==> src/rtl/patch_reducer_scheduler_pkg.sv <==
// Shared definitions for the patch reducer scheduler: FSM state encodings and
// the index-width helper used to size reducer indices.
package patch_reducer_scheduler_pkg;

    typedef enum logic {
        ALLOC_IDLE,
        ALLOC_SETTLE
    } alloc_state_e;

    typedef enum logic [1:0] {
        COL_IDLE,
        COL_HOLD,
        COL_ACK
    } col_state_e;

    // Never returns 0 so that a single-reducer build still gets a 1-bit index.
    function automatic int unsigned log2(input int unsigned n);
        int unsigned r;
        r = 0;
        while ((32'd1 << r) < n) begin
            r++;
        end
        return (r == 0) ? 1 : r;
    endfunction

endpackage

==> src/rtl/patch_reducer_scheduler_rr_arbiter.sv <==
// Combinational round-robin arbiter: grants the first requester strictly after
// the pointer, wrapping cyclically, so the last winner gets lowest priority.
module rr_arbiter #(
    parameter int N     = 4,
    parameter int IDX_W = 2
) (
    input  logic [N-1:0]     req_i,
    input  logic [IDX_W-1:0] ptr_i,
    output logic [N-1:0]     grant_o,
    output logic [IDX_W-1:0] idx_o,
    output logic             valid_o
);

    int unsigned cand;

    always_comb begin
        grant_o = '0;
        idx_o   = '0;
        valid_o = 1'b0;
        cand    = 0;
        for (int k = 1; k <= N; k++) begin
            cand = (32'(ptr_i) + 32'(k)) % 32'(N);
            if (!valid_o && req_i[IDX_W'(cand)]) begin
                valid_o                = 1'b1;
                idx_o                  = IDX_W'(cand);
                grant_o[IDX_W'(cand)]  = 1'b1;
            end
        end
    end

endmodule

==> src/rtl/patch_reducer_scheduler.sv <==
// Hands patch requests to idle reducers (allocator) and drains finished
// reducer sums one at a time to a ready/valid output (collector).
module patch_reducer_scheduler
    import patch_reducer_scheduler_pkg::*;
#(
    parameter int N_REDUCER  = 4,
    parameter int N_ROW_SIZE = 11,
    parameter int PATCH_SIZE = 6,
    parameter int FP_SIZE    = 32
) (
    input  logic                            dram_clk,
    input  logic                            reset,
    input  logic                            patch_req,
    input  logic [N_ROW_SIZE-1:0]           patch_start_row,
    output logic                            patch_ack,
    input  logic [N_REDUCER-1:0]            reducer_available,
    output logic [N_REDUCER-1:0]            reducer_init,
    output logic [N_ROW_SIZE-1:0]           reducer_start_row,
    input  logic [N_REDUCER-1:0]            reducer_sum_rdy,
    input  logic [N_REDUCER*FP_SIZE-1:0]    reducer_sum,
    input  logic [N_REDUCER*N_ROW_SIZE-1:0] reducer_current_row,
    output logic [N_REDUCER-1:0]            reducer_sum_ack,
    output logic                            sum_valid,
    input  logic                            sum_ready,
    output logic [FP_SIZE-1:0]              sum,
    output logic [N_ROW_SIZE-1:0]           sum_row,
    output logic [log2(N_REDUCER)-1:0]      sum_id,
    output logic                            full
);

    localparam int IDX_W = log2(N_REDUCER);

    if (PATCH_SIZE < 1 || PATCH_SIZE > (1 << N_ROW_SIZE)) begin : g_patch_size_check
        $error("PATCH_SIZE does not fit in the row index range");
    end

    alloc_state_e            alloc_state_q;
    logic                    patch_ack_q;
    logic [N_REDUCER-1:0]    reducer_init_q;
    logic [N_ROW_SIZE-1:0]   start_row_q;
    logic [N_REDUCER-1:0]    alloc_grant_d;

    col_state_e              col_state_q;
    logic [IDX_W-1:0]        rr_ptr_q;
    logic                    sum_valid_q;
    logic [FP_SIZE-1:0]      sum_q;
    logic [N_ROW_SIZE-1:0]   sum_row_q;
    logic [IDX_W-1:0]        sum_id_q;
    logic [N_REDUCER-1:0]    grant_q;
    logic [N_REDUCER-1:0]    sum_ack_q;

    logic [N_REDUCER-1:0]    arb_grant;
    logic [IDX_W-1:0]        arb_idx;
    logic                    arb_valid;
    logic [FP_SIZE-1:0]      sel_sum;
    logic [N_ROW_SIZE-1:0]   sel_row;

    // Isolate the lowest set availability bit.
    assign alloc_grant_d = reducer_available & (~reducer_available + N_REDUCER'(1));

    // The SETTLE cycle gives a just-initialised reducer time to drop its
    // available flag before the allocator looks at the vector again.
    always_ff @(posedge dram_clk or posedge reset) begin
        if (reset) begin
            alloc_state_q  <= ALLOC_IDLE;
            patch_ack_q    <= 1'b0;
            reducer_init_q <= '0;
            start_row_q    <= '0;
        end else begin
            case (alloc_state_q)
                ALLOC_IDLE: begin
                    patch_ack_q    <= 1'b0;
                    reducer_init_q <= '0;
                    if (patch_req && (|reducer_available)) begin
                        patch_ack_q    <= 1'b1;
                        reducer_init_q <= alloc_grant_d;
                        start_row_q    <= patch_start_row;
                        alloc_state_q  <= ALLOC_SETTLE;
                    end
                end
                default: begin
                    patch_ack_q    <= 1'b0;
                    reducer_init_q <= '0;
                    alloc_state_q  <= ALLOC_IDLE;
                end
            endcase
        end
    end

    rr_arbiter #(
        .N     (N_REDUCER),
        .IDX_W (IDX_W)
    ) u_rr_arbiter (
        .req_i   (reducer_sum_rdy),
        .ptr_i   (rr_ptr_q),
        .grant_o (arb_grant),
        .idx_o   (arb_idx),
        .valid_o (arb_valid)
    );

    always_comb begin
        sel_sum = '0;
        sel_row = '0;
        for (int i = 0; i < N_REDUCER; i++) begin
            if (arb_idx == IDX_W'(i)) begin
                sel_sum = reducer_sum[i*FP_SIZE +: FP_SIZE];
                sel_row = reducer_current_row[i*N_ROW_SIZE +: N_ROW_SIZE];
            end
        end
    end

    // The pointer only advances once the result has actually been accepted,
    // so a stalled downstream never lets a later reducer jump the queue.
    always_ff @(posedge dram_clk or posedge reset) begin
        if (reset) begin
            col_state_q <= COL_IDLE;
            rr_ptr_q    <= IDX_W'(N_REDUCER - 1);
            sum_valid_q <= 1'b0;
            sum_q       <= '0;
            sum_row_q   <= '0;
            sum_id_q    <= '0;
            grant_q     <= '0;
            sum_ack_q   <= '0;
        end else begin
            case (col_state_q)
                COL_IDLE: begin
                    sum_ack_q <= '0;
                    if (arb_valid) begin
                        sum_q       <= sel_sum;
                        sum_row_q   <= sel_row;
                        sum_id_q    <= arb_idx;
                        grant_q     <= arb_grant;
                        sum_valid_q <= 1'b1;
                        col_state_q <= COL_HOLD;
                    end
                end
                COL_HOLD: begin
                    if (sum_ready) begin
                        sum_valid_q <= 1'b0;
                        sum_ack_q   <= grant_q;
                        rr_ptr_q    <= sum_id_q;
                        col_state_q <= COL_ACK;
                    end
                end
                default: begin
                    sum_ack_q   <= '0;
                    col_state_q <= COL_IDLE;
                end
            endcase
        end
    end

    assign patch_ack         = patch_ack_q;
    assign reducer_init      = reducer_init_q;
    assign reducer_start_row = start_row_q;
    assign reducer_sum_ack   = sum_ack_q;
    assign sum_valid         = sum_valid_q;
    assign sum               = sum_q;
    assign sum_row           = sum_row_q;
    assign sum_id            = sum_id_q;
    assign full              = ~|reducer_available;

endmodule

==> config.mk <==
export PLATFORM = sky130hd
export DESIGN_NAME = patch_reducer_scheduler
export DESIGN_NICKNAME = d
export VERILOG_FILES = /design/src/rtl/patch_reducer_scheduler_pkg.sv /design/src/rtl/patch_reducer_scheduler_rr_arbiter.sv /design/src/rtl/patch_reducer_scheduler.sv
export SDC_FILE = /design/constraint.sdc
export NUM_CORES = 1
export LEC_CHECK = 0
export ABC_AREA = 1
export CORE_MARGIN = 2
export CORE_UTILIZATION = 40
export CTS_CLUSTER_SIZE = 25
export DETAILED_ROUTE_END_ITERATION = 10
export GPL_TIMING_DRIVEN = 0
export PLACE_DENSITY = 0.83
export REMOVE_ABC_BUFFERS = 1
export SKIP_CTS_REPAIR_TIMING = 1
export SYNTH_ARGS = -nofsm -noshare
export SYNTH_HDL_FRONTEND = slang
export SYNTH_SLANG_ARGS = --single-unit
==> constraint.sdc <==
create_clock -name dram_clk -period 4.9 [get_ports dram_clk]
set_input_delay 0.735 -clock dram_clk [delete_from_list [all_inputs] [get_ports dram_clk]]
set_output_delay 0.735 -clock dram_clk [all_outputs]
set_load 0.02 [all_outputs]
Word level (Yosys, flattened, before mapping)
Cells that the tools add are included.
Storage, ports and cells
  output and inout port bits: 67
  input port bits: 195
  memories: 0
  RAM bits: 0
  register bits after elaboration: 74
  memory bits (read-only): 0
  bits in latches: 0
  logic and storage cells: 105
Cells by class
  magnitude comparators: 8
  add/subtract/negate cells: 5
  div/mod/pow operators: 0
  muxes and demuxes: 48
  reductions and logical operators: 21
  eq/ne operators: 6
  $mul: 0
  shifts and indexed selects: 0
  bitwise logic cells: 6
Operators by type and width (number)
  two-way mux 32 bit: 4
  two-way mux 11 bit: 4
  two-way mux 4 bit: 8
  two-way mux 1 bit: 16
  < comparator 2 x 3 -> 1 bit, second input constant: 4
  two-way mux 2 bit: 6
  bitwise OR 4 bit: 3
  binary-select mux 1 bit (select 2 bit): 4
  demux 1 bit (select 2 bit): 4
  greater-or-equal comparator 2 x 1 -> 1 bit, second input constant: 4
  logical AND 1 bit: 8
  AND reduction 2 bit: 4
  adder 2 x 1 -> 2 bit, second input constant: 2
  adder 2 bit, second input constant: 2
  adder 4 x 1 -> 4 bit, second input constant: 1
  bitwise AND 4 bit: 1
  equality test 2 x 1 -> 1 bit, second input constant: 2
  equality test 2 bit, second input constant: 2
  zero test 1 bit: 4
  zero test 2 bit: 2
  inequality test 2 bit, second input constant: 2
  NOT 4 bit: 1
  one-hot mux 2 bit (2 select lines): 1
  OR reduction 4 bit: 1
  other kinds (4): 4

Longest topological paths before layout
  word-level depth: 18
  mapped depth: 16
  mapped depth without buffers: 15

Cells and area by module
A second synthesis with hierarchy kept.
Second synthesis, totals
  cell total of the unflattened synthesis: 674
  area total of the unflattened synthesis: 4640.7 µm²
By module, submodules not included
  patch_reducer_scheduler: area each 4182.8 µm², cells each 600, instances 1, sequential area each 1854.3 µm²
  rr_arbiter: area each 457.9 µm², cells each 74, instances 1, sequential area each 0.0 µm²

Worst setup path before layout
No wires, ideal clock.
  path kind: reg-to-reg
  from: reg rr_ptr_q[1]
  to: reg sum_q[10], in the netlist sum[10]
  setup time: 116 ps
  buffers on the path: 2
  arrival time: 2259 ps
  period minus slack after synthesis: 2375 ps
  data required time: 4784 ps
  stages on the path, launching flop included: 15
  slack: 2525 ps
  path through: dfstp_2 -> inv_1 -> ha_1 -> inv_1 -> nand3_2 -> nand2_4 -> nor2_2 -> a21oi_2 -> nand3_4 -> buf_6 -> buf_6 -> o21ai_1 -> nand3_1 -> nand2_1 -> nand2_1
On the way
  word-level cells in the longest chain between the ends: 18
  elaborated cells between the ends (all ways): 35
  classes of those cells: add/sub (4); eq/ne (3); mux (20); reduce/logical (8)
Ends and longest elaborated chain
  start, declared: RTL line patch_reducer_scheduler.sv:44  | logic [IDX_W-1:0] rr_ptr_q;
  start signal, assigned: RTL line patch_reducer_scheduler.sv:117  | rr_ptr_q <= IDX_W'(N_REDUCER - 1);
  start signal, assigned: RTL line patch_reducer_scheduler.sv:141  | rr_ptr_q <= sum_id_q;
  adder 2 x 1 -> 2 bit: RTL line patch_reducer_scheduler_rr_arbiter.sv:22  | cand = (32'(ptr_i) + 32'(k)) % 32'(N);
  binary-select mux 1 bit (select 2 bit): RTL line patch_reducer_scheduler_rr_arbiter.sv:23  | if (!valid_o && req_i[IDX_W'(cand)]) begin
  two-way mux 1 bit (implied by the code): RTL line patch_reducer_scheduler_rr_arbiter.sv:23
  two-way mux 1 bit: RTL line patch_reducer_scheduler_rr_arbiter.sv:23
  zero test 1 bit: RTL line patch_reducer_scheduler_rr_arbiter.sv:23
  logical AND 1 bit: RTL line patch_reducer_scheduler_rr_arbiter.sv:23
  two-way mux 1 bit: RTL line patch_reducer_scheduler_rr_arbiter.sv:23
  zero test 1 bit: RTL line patch_reducer_scheduler_rr_arbiter.sv:23
  logical AND 1 bit: RTL line patch_reducer_scheduler_rr_arbiter.sv:23
  two-way mux 1 bit: RTL line patch_reducer_scheduler_rr_arbiter.sv:23
  zero test 1 bit: RTL line patch_reducer_scheduler_rr_arbiter.sv:23
  logical AND 1 bit: RTL line patch_reducer_scheduler_rr_arbiter.sv:23
  two-way mux 2 bit: RTL line patch_reducer_scheduler_rr_arbiter.sv:23
  zero test 2 bit: RTL line patch_reducer_scheduler.sv:105  | if (arb_idx == IDX_W'(i)) begin
  two-way mux 32 bit (4 in a row): RTL line patch_reducer_scheduler.sv:105
  end signal, assigned: RTL line patch_reducer_scheduler.sv:129  | sum_q <= sel_sum;
  end, declared: RTL line patch_reducer_scheduler.sv:46  | logic [FP_SIZE-1:0] sum_q;
Parallel ways exist; a longest one is shown, timed or not. The select of a mux whose other input is x is not followed.
A chain may end at the register's enable or synchronous reset.

Final worst setup path
  from: reg rr_ptr_q[0]
  to: reg sum_q[20], in the netlist sum[20]
The elaborated chain is that of the path after synthesis.

==> flow_summary.yaml <==
route:
  firstDrtPassIters: 5
  antenna_left: 0
  route.detailed.drc: 0
  wl_per_cell_um: 15.0
  drt_wl_total_mm: 16.1
  drt_iter0_drc: 249
  drt-vias-per-instance: 4.92
  vias: 5281
yosys:
  syn_area_per_cell_sq_um: 6.73
  synth_top_area_share_pct: 39.0
  yosys.area.top_type: "dfrtp_1"
  synth.distinct_cells: 31
  yosys_most_used_dff: "dfrtp_1"
  async_flop_share_pct: 100
  synth_seq_cells: 74
  synthTopCellsByArea: "dfrtp_1 39%, nand2_1 25%, inv_1 5.8%"
  synthCells: 686
  ys_warn_count: 0
  seq_area_frac_synth_pct: 40.1
  yosysMostFrequentCell: "nand2_1"
  syn_area_sq_mm: 0.00462
  synth_edf_count: 0
  synth_commonest_cells: "309 x nand2_1, 72 x dfrtp_1, 71 x inv_1, 53 x nand3_1, 53 x o21ai_0"
cells_and_area:
  utilization_pct: 66.5
  syn2layout_area_growth_pct: 62.9
  drive_gt1_share_pct: 4.09
  num_antenna_cells: 0
  nNetsFinal: 1129
clock_network:
  insertion_delay_ps: 330
  numCtsBuffers: 9
  clock_path_buffers: 2
  cts_max_level: 3
  clock-root-buffer: "clkbuf_16"
  cts_tree: "built"
  cts.sinks: 74
  clk_pin_slew_ps: 60
timing:
  slew_violations: 0
  period_share_pct: 91.6
  fin_crit_ps: 4490
  setup_viol: 0
  rsz0062_at_grt: "no"
  hold_ws_ps: 469
  worst_slew_pin_slew_ps: 1160
  final.setup_skew_ps: 7.68
  timing.fmax_mhz: 223
  finalHoldViolCount: 0
  slew_headroom_pct: 22.6
setup_path:
  crit_type: "register to register"
  critPathLaunchType: "register"
  endpoint_kind: "register"
  crit_required_ps: 5160
  worstPathArrival_ps: 4750
  critPathMaxFanout: 52
  cp_cell_sequence: "inv_2 -> ha_1 -> inv_1 -> nand3_2 -> nand2_4 -> nor2_4 -> nand3_1 -> nand3_2 -> inv_2 -> o21ai_0 -> inv_1 -> nand2_1 -> nand2_1"
  cpMaxStageDelayCell: "inv_2"
  slowest_delay_ps: 1090
floorplan:
  initial_core_util_pct: 40.8
  dieHeight_um: 111
  core_area_sq_mm: 0.0113
  rows: 39
  fp.dieW_um: 111
  die_area_sq_mm: 0.0124
  io_pins: 262
power_and_ir_drop:
  leakage_nw: 3.72
  ir_worst_vdd_mv: 0.431
  p_per_area_mw_per_mm2: 735
  total_power_mw: 5.53
global_route:
  grt-ovfl-total: 0
  grtUsageMet1_pct: 30.1
  antenna_found_initial: 0
  use_met3_pct: 6.04
  grt_use_met2_pct: 45.6
  grt_pass1_vias: 5163
  grt-busiest-layer: "met2"
  grt_pass1_wl_mm: 25.5
  grt_usage_pct: 25.5
  grt_start_max_net_pins: 71
placement:
  gp_congestion: 0.881
  port_buffers: 261
  hpwl_mm: 11.3
worst_hold_path:
  hp-class: "register to register"
status:
  outcome: "finished clean"
flow_run:
  maxCapViolations: 0
-- power breakdown --
| part | total, mW | internal [mW] | switching [mW] | leakage [nW] |
|---|---|---|---|---|
| registers | 1.03 | 0.881 | 0.145 | 0.920 |
| logic | 3.86 | 1.33 | 2.52 | 2.67 |
| clock network | 0.649 | 0.391 | 0.258 | 0.138 |
-- worst paths after layout --
kind | start | endpoint | slack, ps | cells past startpoint
max in group asynchronous | reset | rr_ptr_q[0] | 3680 | 3
min in group asynchronous | reset | patch_ack | 640 | 2
hold / removal | reducer_start_row[0] | reducer_start_row[0] | 470 | 2
hold reg to reg | reducer_start_row[0] | reducer_start_row[0] | 470 | 2
setup / recovery | rr_ptr_q[0] | sum[20] | 410 | 13
setup reg to reg | rr_ptr_q[0] | sum[20] | 410 | 13
-- registers in the layout, summed over array words and instances (netlist names) --
| register | count |
|---|---|
| sum_row | 11 |
| sum_valid | 1 |
| reducer_start_row | 11 |
| rr_ptr_q | 2 |
| patch_ack | 1 |
| reducer_init | 4 |
| grant_q | 4 |
| col_state_q | 2 |
| sum | 32 |
| sum_id | 2 |
| reducer_sum_ack | 4 |
-- cell families after synthesis --
family / Yosys count / synth area share, %
buf+inv: 108 / 10.5
compound gates: 94 / 10.8
flops: 74 / 40.1
simple gates: 402 / 36.5
fa+ha+maj: 8 / 2.17
-- through the flow --
step / instances / area [sq um] / TNS (ps) / worst slack (ps)
after floorplan: 653 / 4420 / 0 / 1570
after global placement: 1057 / 7210 / -380 / -177
after detailed placement: 1058 / 7240 / 0 / 372
after CTS: 1073 / 7530 / 0 / 375
after global routing: 1073 / 7530 / 0 / 35.0
final: 1073 / 7530 / 0 / 411
-- cell type report --
class	count	area [sq um]
clock buffer	10	229
clock inverter	5	56.3
fill	1000	3790
inverter	75	287
multi-input combinational	504	2280
sequential	74	1850
tap	143	179
timing repair buffer	262	2640
-- critical path, delay by kind of cell (launching register included) --
kind                     cells  cell delay (ps)
AND/OR/NAND/NOR              7             1450
adder cells (fa/ha/maj)      1              380
flip-flops                   1              720
buffers and inverters        4             1510
AO/OA/AOI/OAI                1              320
-- placed cells by master, fill, tap and decap left out, types with 4 or more instances in the layout --
| cell type | count |
|---|---|
| nand3_2 | 4 |
| a21oi_1 | 4 |
| o21ai_0 | 53 |
| dfrtp_1 | 72 |
| o21ai_1 | 29 |
| clkbuf_16 | 9 |
| nor2_1 | 17 |
| inv_2 | 4 |
| inv_1 | 69 |
| nand3_1 | 53 |
| nand4_1 | 9 |
| clkdlybuf4s50_1 | 261 |
| nand2_1 | 309 |
| ha_1 | 8 |
-- layer usage --
layer / vias up / share of wire, %
met5: - / 0
met4: 0 / 2.8
met3: 30 / 6.9
met2: 217 / 49
met1: 2402 / 41
li1: 2632 / -
(Power assumes the default switching activity.)
